File: config.mk
export PLATFORM = sky130hd
export DESIGN_NAME = centroid_writeback
export DESIGN_NICKNAME = d
export VERILOG_FILES = /design/src/rtl/centroid_writeback.sv
export SDC_FILE = /design/constraint.sdc
export NUM_CORES = 2
export LEC_CHECK = 0
export ABC_AREA = 1
export BUFFER_PORTS_ARGS = -buffer_cell sky130_fd_sc_hd__buf_4
export CAP_MARGIN = 20
export CORE_ASPECT_RATIO = 0.7
export CORE_MARGIN = 5
export CORE_UTILIZATION = 34
export DETAILED_ROUTE_END_ITERATION = 8
export SYNTH_ARGS = -nofsm -noshare
export SYNTH_HDL_FRONTEND = slang
export SYNTH_SLANG_ARGS = --single-unit
File: constraint.sdc
create_clock -name clk -period 2.1 [get_ports clk]
set_input_delay 0.42 -clock clk [delete_from_list [all_inputs] [get_ports clk]]
set_output_delay 0.42 -clock clk [all_outputs]
set_load 0.005 [all_outputs]
File: src/rtl/centroid_writeback.sv
// Copies the final k-means centroids plus a status word into the register file
// after each done pulse, then holds a level interrupt until the host clears it.
module centroid_writeback #(
   parameter int addrWidth         = 9,
   parameter int dataWidth         = 91,
   parameter int centroid_num      = 8,
   parameter int log2_cent_num     = 3,
   parameter int iter_width        = 16,
   parameter int centroid_base_reg = 4
) (
   input  logic                              clk,
   input  logic                              rst_n,
   input  logic                              done,
   input  logic                              converged,
   input  logic                              aborted,
   input  logic [iter_width-1:0]             iter_count,
   input  logic [centroid_num*dataWidth-1:0] centroids,
   input  logic                              reg_ready,
   input  logic                              int_clr,
   output logic [addrWidth-1:0]              reg_num,
   output logic                              reg_w_r,
   output logic [dataWidth-1:0]              reg_write_data,
   output logic                              busy,
   output logic                              interuptt
);

   typedef enum logic [1:0] {IDLE, WR_CENT, WR_STAT, DONE} state_t;

   localparam logic [addrWidth-1:0]     BaseReg   = addrWidth'(centroid_base_reg);
   localparam logic [addrWidth-1:0]     StatReg   = addrWidth'(centroid_base_reg + centroid_num);
   localparam logic [log2_cent_num-1:0] LastIndex = log2_cent_num'(centroid_num - 1);

   if (centroid_base_reg + centroid_num >= (1 << addrWidth)) begin : g_reg_range_check
      $error("centroid_writeback: status register index does not fit in addrWidth");
   end
   if (iter_width + 2 > dataWidth) begin : g_status_width_check
      $error("centroid_writeback: status word does not fit in dataWidth");
   end

   state_t                   state;
   logic [log2_cent_num-1:0] index;
   logic [log2_cent_num-1:0] next_index;
   logic [dataWidth-1:0]     snap [centroid_num];
   logic                     snap_conv;
   logic                     snap_abort;
   logic [iter_width-1:0]    snap_iter;
   logic [dataWidth-1:0]     status_word;
   logic                     start;

   assign next_index  = index + 1'b1;
   assign status_word = dataWidth'({snap_abort, snap_conv, snap_iter});
   // A new result is only accepted when no snapshot is being written out.
   assign start       = done && (state == IDLE || state == DONE);

   // All outputs are registered so that each transfer word appears together with its address.
   always_ff @(posedge clk or negedge rst_n) begin
      if (!rst_n) begin
         state          <= IDLE;
         index          <= '0;
         snap_conv      <= 1'b0;
         snap_abort     <= 1'b0;
         snap_iter      <= '0;
         reg_num        <= '0;
         reg_w_r        <= 1'b0;
         reg_write_data <= '0;
         busy           <= 1'b0;
         interuptt      <= 1'b0;
         for (int k = 0; k < centroid_num; k++) begin
            snap[k] <= '0;
         end
      end else if (start) begin
         for (int k = 0; k < centroid_num; k++) begin
            snap[k] <= centroids[k*dataWidth +: dataWidth];
         end
         snap_conv      <= converged;
         snap_abort     <= aborted;
         snap_iter      <= iter_count;
         index          <= '0;
         state          <= WR_CENT;
         reg_w_r        <= 1'b1;
         reg_num        <= BaseReg;
         reg_write_data <= centroids[0 +: dataWidth];
         busy           <= 1'b1;
         interuptt      <= 1'b0;
      end else begin
         case (state)
            WR_CENT: begin
               if (reg_ready) begin
                  index <= next_index;
                  if (index == LastIndex) begin
                     state          <= WR_STAT;
                     reg_num        <= StatReg;
                     reg_write_data <= status_word;
                  end else begin
                     reg_num        <= BaseReg + addrWidth'(next_index);
                     reg_write_data <= snap[next_index];
                  end
               end
            end
            WR_STAT: begin
               if (reg_ready) begin
                  state          <= DONE;
                  reg_w_r        <= 1'b0;
                  reg_num        <= '0;
                  reg_write_data <= '0;
                  busy           <= 1'b0;
                  interuptt      <= 1'b1;
               end
            end
            DONE: begin
               if (int_clr) begin
                  state     <= IDLE;
                  interuptt <= 1'b0;
               end
            end
            default: ;
         endcase
      end
   end

endmodule

Yosys cells after proc, flatten, opt, wreduce, memory -nomap -nowiden
Cells that the tools add are included.
{"block": "op_classes", "n_reduce_logical": 14, "shift": 0, "order_cmp": 1, "addsub": 2, "div": 0, "mux": 29, "eq_ne": 8, "bitwise_logic": 1, "mul": 0}
{"cell": "two-way mux 91 bit", "n": 6}
{"cell": "binary-select mux 91 bit (select 3 bit)", "n": 1}
{"cell": "case mux 91 bit (2 select lines)", "n": 1}
{"cell": "two-way mux 9 bit", "n": 3}
{"cell": "case mux 9 bit (2 select lines)", "n": 1}
{"cell": "!= test 3 bit, second input constant", "n": 4}
{"cell": "two-way mux 2 bit", "n": 5}
{"cell": "two-way mux 3 bit", "n": 3}
{"cell": "two-way mux 1 bit", "n": 6}
{"cell": "case mux 2 bit (3 select lines)", "n": 1}
{"cell": "AND reduction 3 bit", "n": 2}
{"cell": "nonzero test 2 bit", "n": 3}
{"cell": "nonzero test 3 bit", "n": 2}
{"cell": "AND reduction 5 bit", "n": 1}
{"cell": "adder 3 x 3 -> 4 bit, first input constant", "n": 1}
{"cell": "== test 2 bit, second input constant", "n": 2}
{"cell": "greater-or-equal comparator 4 bit, second input constant", "n": 1}
{"cell": "two-way mux 4 bit", "n": 1}
{"cell": "NOT 3 -> 4 bit", "n": 1}
{"cell": "AND reduction 2 bit", "n": 2}
{"cell": "nonzero test 4 bit", "n": 1}
{"cell": "adder 3 x 1 -> 3 bit, second input constant", "n": 1}
{"cell": "== test 3 bit, second input constant", "n": 1}
{"cell": "== test 2 x 1 -> 1 bit, second input constant", "n": 1}
{"cell": "4 further kinds", "n": 4}
{"block": "word_totals", "reg_bits": 853, "romBits": 0, "mem_count": 0, "output_inout_bits": 103, "word_cells": 72, "latch_bits": 0, "mem_bits_rw": 0, "inputBits": 751}

Logic depth before layout (Yosys ltp)
{"block": "depth", "depth_word": 9, "ltp_mapped": 10, "depth_no_buf": 9}

Worst setup path after synthesis
OpenSTA, ideal clock, no wires.
{"block": "synth_timing", "path_type": "register -> register", "from": "reg index[0]", "to": "reg reg_write_data[10]", "setup_time_ps": 77, "n_path_buf": 1, "required_ps": 2023, "period_less_slack_ps": 1849, "setup_slack_ps": 251, "arrival_time_ps": 1772, "path_stages_with_launch": 11, "path_cell_list": "dfrtp_1 > ha_1 > inv_1 > ha_1 > inv_1 > nor2_2 > buf_2 > nand3_1 > nand3_1 > nand2_1 > a21oi_1"}
{"block": "synth_via", "elab_chain_len": 9, "word_cells_on_any_way": 10, "cone_classes": "add/sub (1); eq/ne (1); mux (7); bitwise (1)"}
{"item": "start: declaration", "line_no": "41", "source": "logic [log2_cent_num-1:0] index;"}
{"item": "start signal: assignment", "line_no": "89", "source": "index <= next_index;"}
{"item": "adder 3 x 1 -> 3 bit", "line_no": "50", "source": "assign next_index = index + 1'b1;"}
{"item": "NOT 3 -> 4 bit (not written as such)", "line_no": "96", "source": "reg_write_data <= snap[next_index];"}
{"item": "binary-select mux 91 bit (select 3 bit)", "line_no": "96"}
{"item": "two-way mux 91 bit (not written as such) (2 in series)", "line_no": "96"}
{"item": "two-way mux 91 bit *", "line_no": "90", "source": "if (index == LastIndex) begin"}
{"item": "two-way mux 91 bit *", "line_no": "88", "source": "if (reg_ready) begin"}
{"item": "case mux 91 bit (2 select lines) *", "line_no": "86", "source": "case (state)"}
{"item": "two-way mux 91 bit *", "line_no": "71", "source": "end else if (start) begin"}
{"item": "end signal: assignment", "line_no": "82", "source": "reg_write_data <= centroids[0 +: dataWidth];"}
{"item": "end signal: assignment", "line_no": "93", "source": "reg_write_data <= status_word;"}
{"item": "end signal: assignment", "line_no": "96"}
{"item": "end: declaration", "line_no": "22", "source": "output logic [dataWidth-1:0] reg_write_data,"}
Every way passes the cells marked *; elsewhere a longest branch is shown, timed or not. The select of a mux whose other input is x is not followed.
A chain may end at the register's enable or synchronous reset.

Final worst setup path
{"block": "layout_timing", "from": "reg index[0]", "to": "reg reg_write_data[62]"}
The elaborated chain is that of the path after synthesis.

==> reports/qor.yml <==
logic_synthesis:
  yosysWarnings: 0
  synth_flop_cell: "dfrtp_1"
  yosysSeqAreaShare: 0.539
  syn_inst: 5088
  synth.avg_cell_area_um2: 7.74
  synth_cell_type_count: 25
  ys_top_cells_by_area: "dfrtp_1 54%, nand2_1 19%, o21ai_0 6.3%, nand3_1 4.2%, inv_1 4.0%"
  synth_top_cell_by_area: "dfrtp_1"
  synth_most_common_cell: "nand2_1"
  synthesis.area_um2: 39400
  async_flop_share: 1.00
  ys_seq_elements: 848
  yosys.area.top_type_share: 0.539
  ys_top_cells_by_count: "2,046 x nand2_1, 848 x dfrtp_1, 499 x o21ai_0"
  synth_edf_count: 0
finish:
  drive_above_1_share: 0.179
  num-nets-final: 7338
  synthToLayoutAreaGrowth_pct: 48.7
routing:
  dr.pass1.iters: 6
  avgViaCountPerCell: 4.91
  antenna_left: 0
  drc: 0
  routed-via-count: 40200
  drt-met1-wl_um: 64000
  routed.top_layer: "met5"
  route.met2.wl_um: 74000
  wl_per_cell_um: 18.9
  drt_wl_total_um: 155000
  wl_met3_um: 8750
  drtIter0Drc: 3449
critical_path:
  crit_required_ns: 2.66
  setup.worst_path.start_class: "flop"
  rr_startpoint: "index[0]"
  path_class: "flop to flop"
  rr_worst_depth: 7
  worst_r2r_endpoint: "reg_write_data[62]"
  end_kind: "flop"
  crit_arrival_ns: 2.59
  path_max_fanout: 40
  r2r_slack_ns: 0.07
cts:
  clkSlewWorstSetupHoldPaths_ns: 0.07
  cts_tree: "done"
  clockBufferDepth: 3
  h-tree-depth: 3
  insertion_delay_ns: 0.68
  numCtsBuffers: 88
  cts_post_setup_buffers_inserted: 0
  clock-root-buffer: "clkbuf_16"
  cts.sinks: 848
placed_design:
  gpl.final_weighted_congestion: 0.863
  dp_hpwl_um: 104000
  io_buffer_count: 848
floorplanning:
  rows: 104
  die_y_um: 295
  ios: 854
  initial_core_util: 0.343
  core_area_um2: 115000
  die-area_um2: 123000
  die_width_um: 417
timing:
  period_needed_ns: 2.03
  final_max_slew_viol_count: 0
  fin_crit_sh: 0.968
  slew_headroom: 0.558
  fin_skew_ns: 0.0252
  hold_viol_final: 0
  hold_slack_ns: 0.0649
  worst_slew_pin_slew_ns: 0.663
  rsz0062_at_grt: "no"
  max_freq_mhz: 492
  setup_viol: 0
  final.setup.tns_ns: 0
hold_path:
  hold_class: "primary input to flop"
  min_path_cells: 3
  min_to: "snap[656]"
  hp-start: "centroids[19]"
flow_run:
  maxCapViolations: 0
grt:
  grt_pass1_vias: 41100
  antenna_found_initial: 13
  grt_max_degree: 128
  grt_overflow: 0
  grt_pass1_wl_um: 237000
  grtUsageTotal: 0.245
pwr:
  ir_drop_v: 0.00107
  power.leakage_uw: 0.0294
  power.density_nw_per_um2: 1490
status:
  outcome: "complete, no violations"
## worst max-delay path: stages, from the launching register on
cell and delay, ns:
dfrtp_4 0.55, ha_4 0.37, buf_16 0.22, buf_4 0.23, o211ai_1 0.12, nand3_1 0.10
nand3_1 0.08, a21oi_1 0.20
## final cells by class
type,instances,area [um^2]
flip-flops and latches,848,21200
well taps,1537,1920
clock inverters,34,443
fillers,10500,56400
clock buffers,127,2600
multi-input cells,3473,15000
inverters,425,1620
repair buffers,1744,15800
diodes,11,27.5
## metal layers
metal | vias up | track usage
li1 | 19000 | -
met1 | 19400 | 0.314
met2 | 1505 | 0.406
met3 | 392 | 0.0380
met4 | 2 | 0.119
met5 | - | 0
## registers in the layout, summed over array words and instances (netlist names)
register and flops:
snap_abort 1, snap 728, index 3, snap_conv 1
busy 1, state 2, snap_iter 16, reg_write_data 91
reg_num 4, interuptt 1
## kinds of logic (layout without fill, tap and decap cells)
group	after synthesis	after routing	share of synthesized area
AND/OR/NAND/NOR	2672	2672	0.266
flip-flops	848	848	0.539
AO/OA/AOI/OAI	789	789	0.111
buffers and inverters	771	2330	0.0825
adder cells (fa/ha/maj)	7	7	0.00222
other	1	16	0.0000952
## repair_timing
action,4_1_cts,5_1_grt
resized for setup,0,9
hold buffers,711,0
setup endpoints to repair,0,12
endpoints found under the hold margin,753,0
## per-stage QoR
step	cells	util	worst slack (ns)	area (um^2)	total power, uW
2_1_floorplan	5092	-	0.251	39400	53800
6_report	8199	0.509	0.0680	58600	87500
5_1_grt	8199	0.509	0.000310	58600	94500
3_3_place_gp	7316	0.420	0.137	48400	69000
3_5_place_dp	7316	0.420	0.129	48400	69700
4_1_cts	8188	0.509	0.0709	58500	87700
## where the power goes
group          internal, uW  total, uW  switching, uW
clock                  9440      16600           7130
combinational         16200      42300          26100
sequential            24600      28700           4090
## cells in the final DEF (no fill, tap or decap), drive strengths merged, types with 2 or more instances in the layout
master	instances
clkinv	18
dlygate4sd3	711
dfrtp	848
o211ai	169
ha	7
clkbuf	127
nand3	334
nor2	290
o22ai	2
conb	5
clkinvlp	5
inv	430
bufinv	6
diode	11
nand2	2047
buf	1033
a21oi	117
o21ai	500
## worst max path at each step
stage | start | endpoint | depth (start not counted) | slack (ns)
6_report | index[0] | reg_write_data[62] | 7 | 0.07
3_5_place_dp | index[0] | reg_write_data[71] | 8 | 0.13
5_1_grt | index[0] | reg_write_data[4] | 9 | 0.0003
4_1_cts | index[0] | reg_write_data[62] | 7 | 0.07
3_3_place_gp | index[0] | reg_write_data[71] | 8 | 0.14
2_1_floorplan | index[0] | reg_write_data[10] | 10 | 0.25
Power figures use the tool's default switching activity.
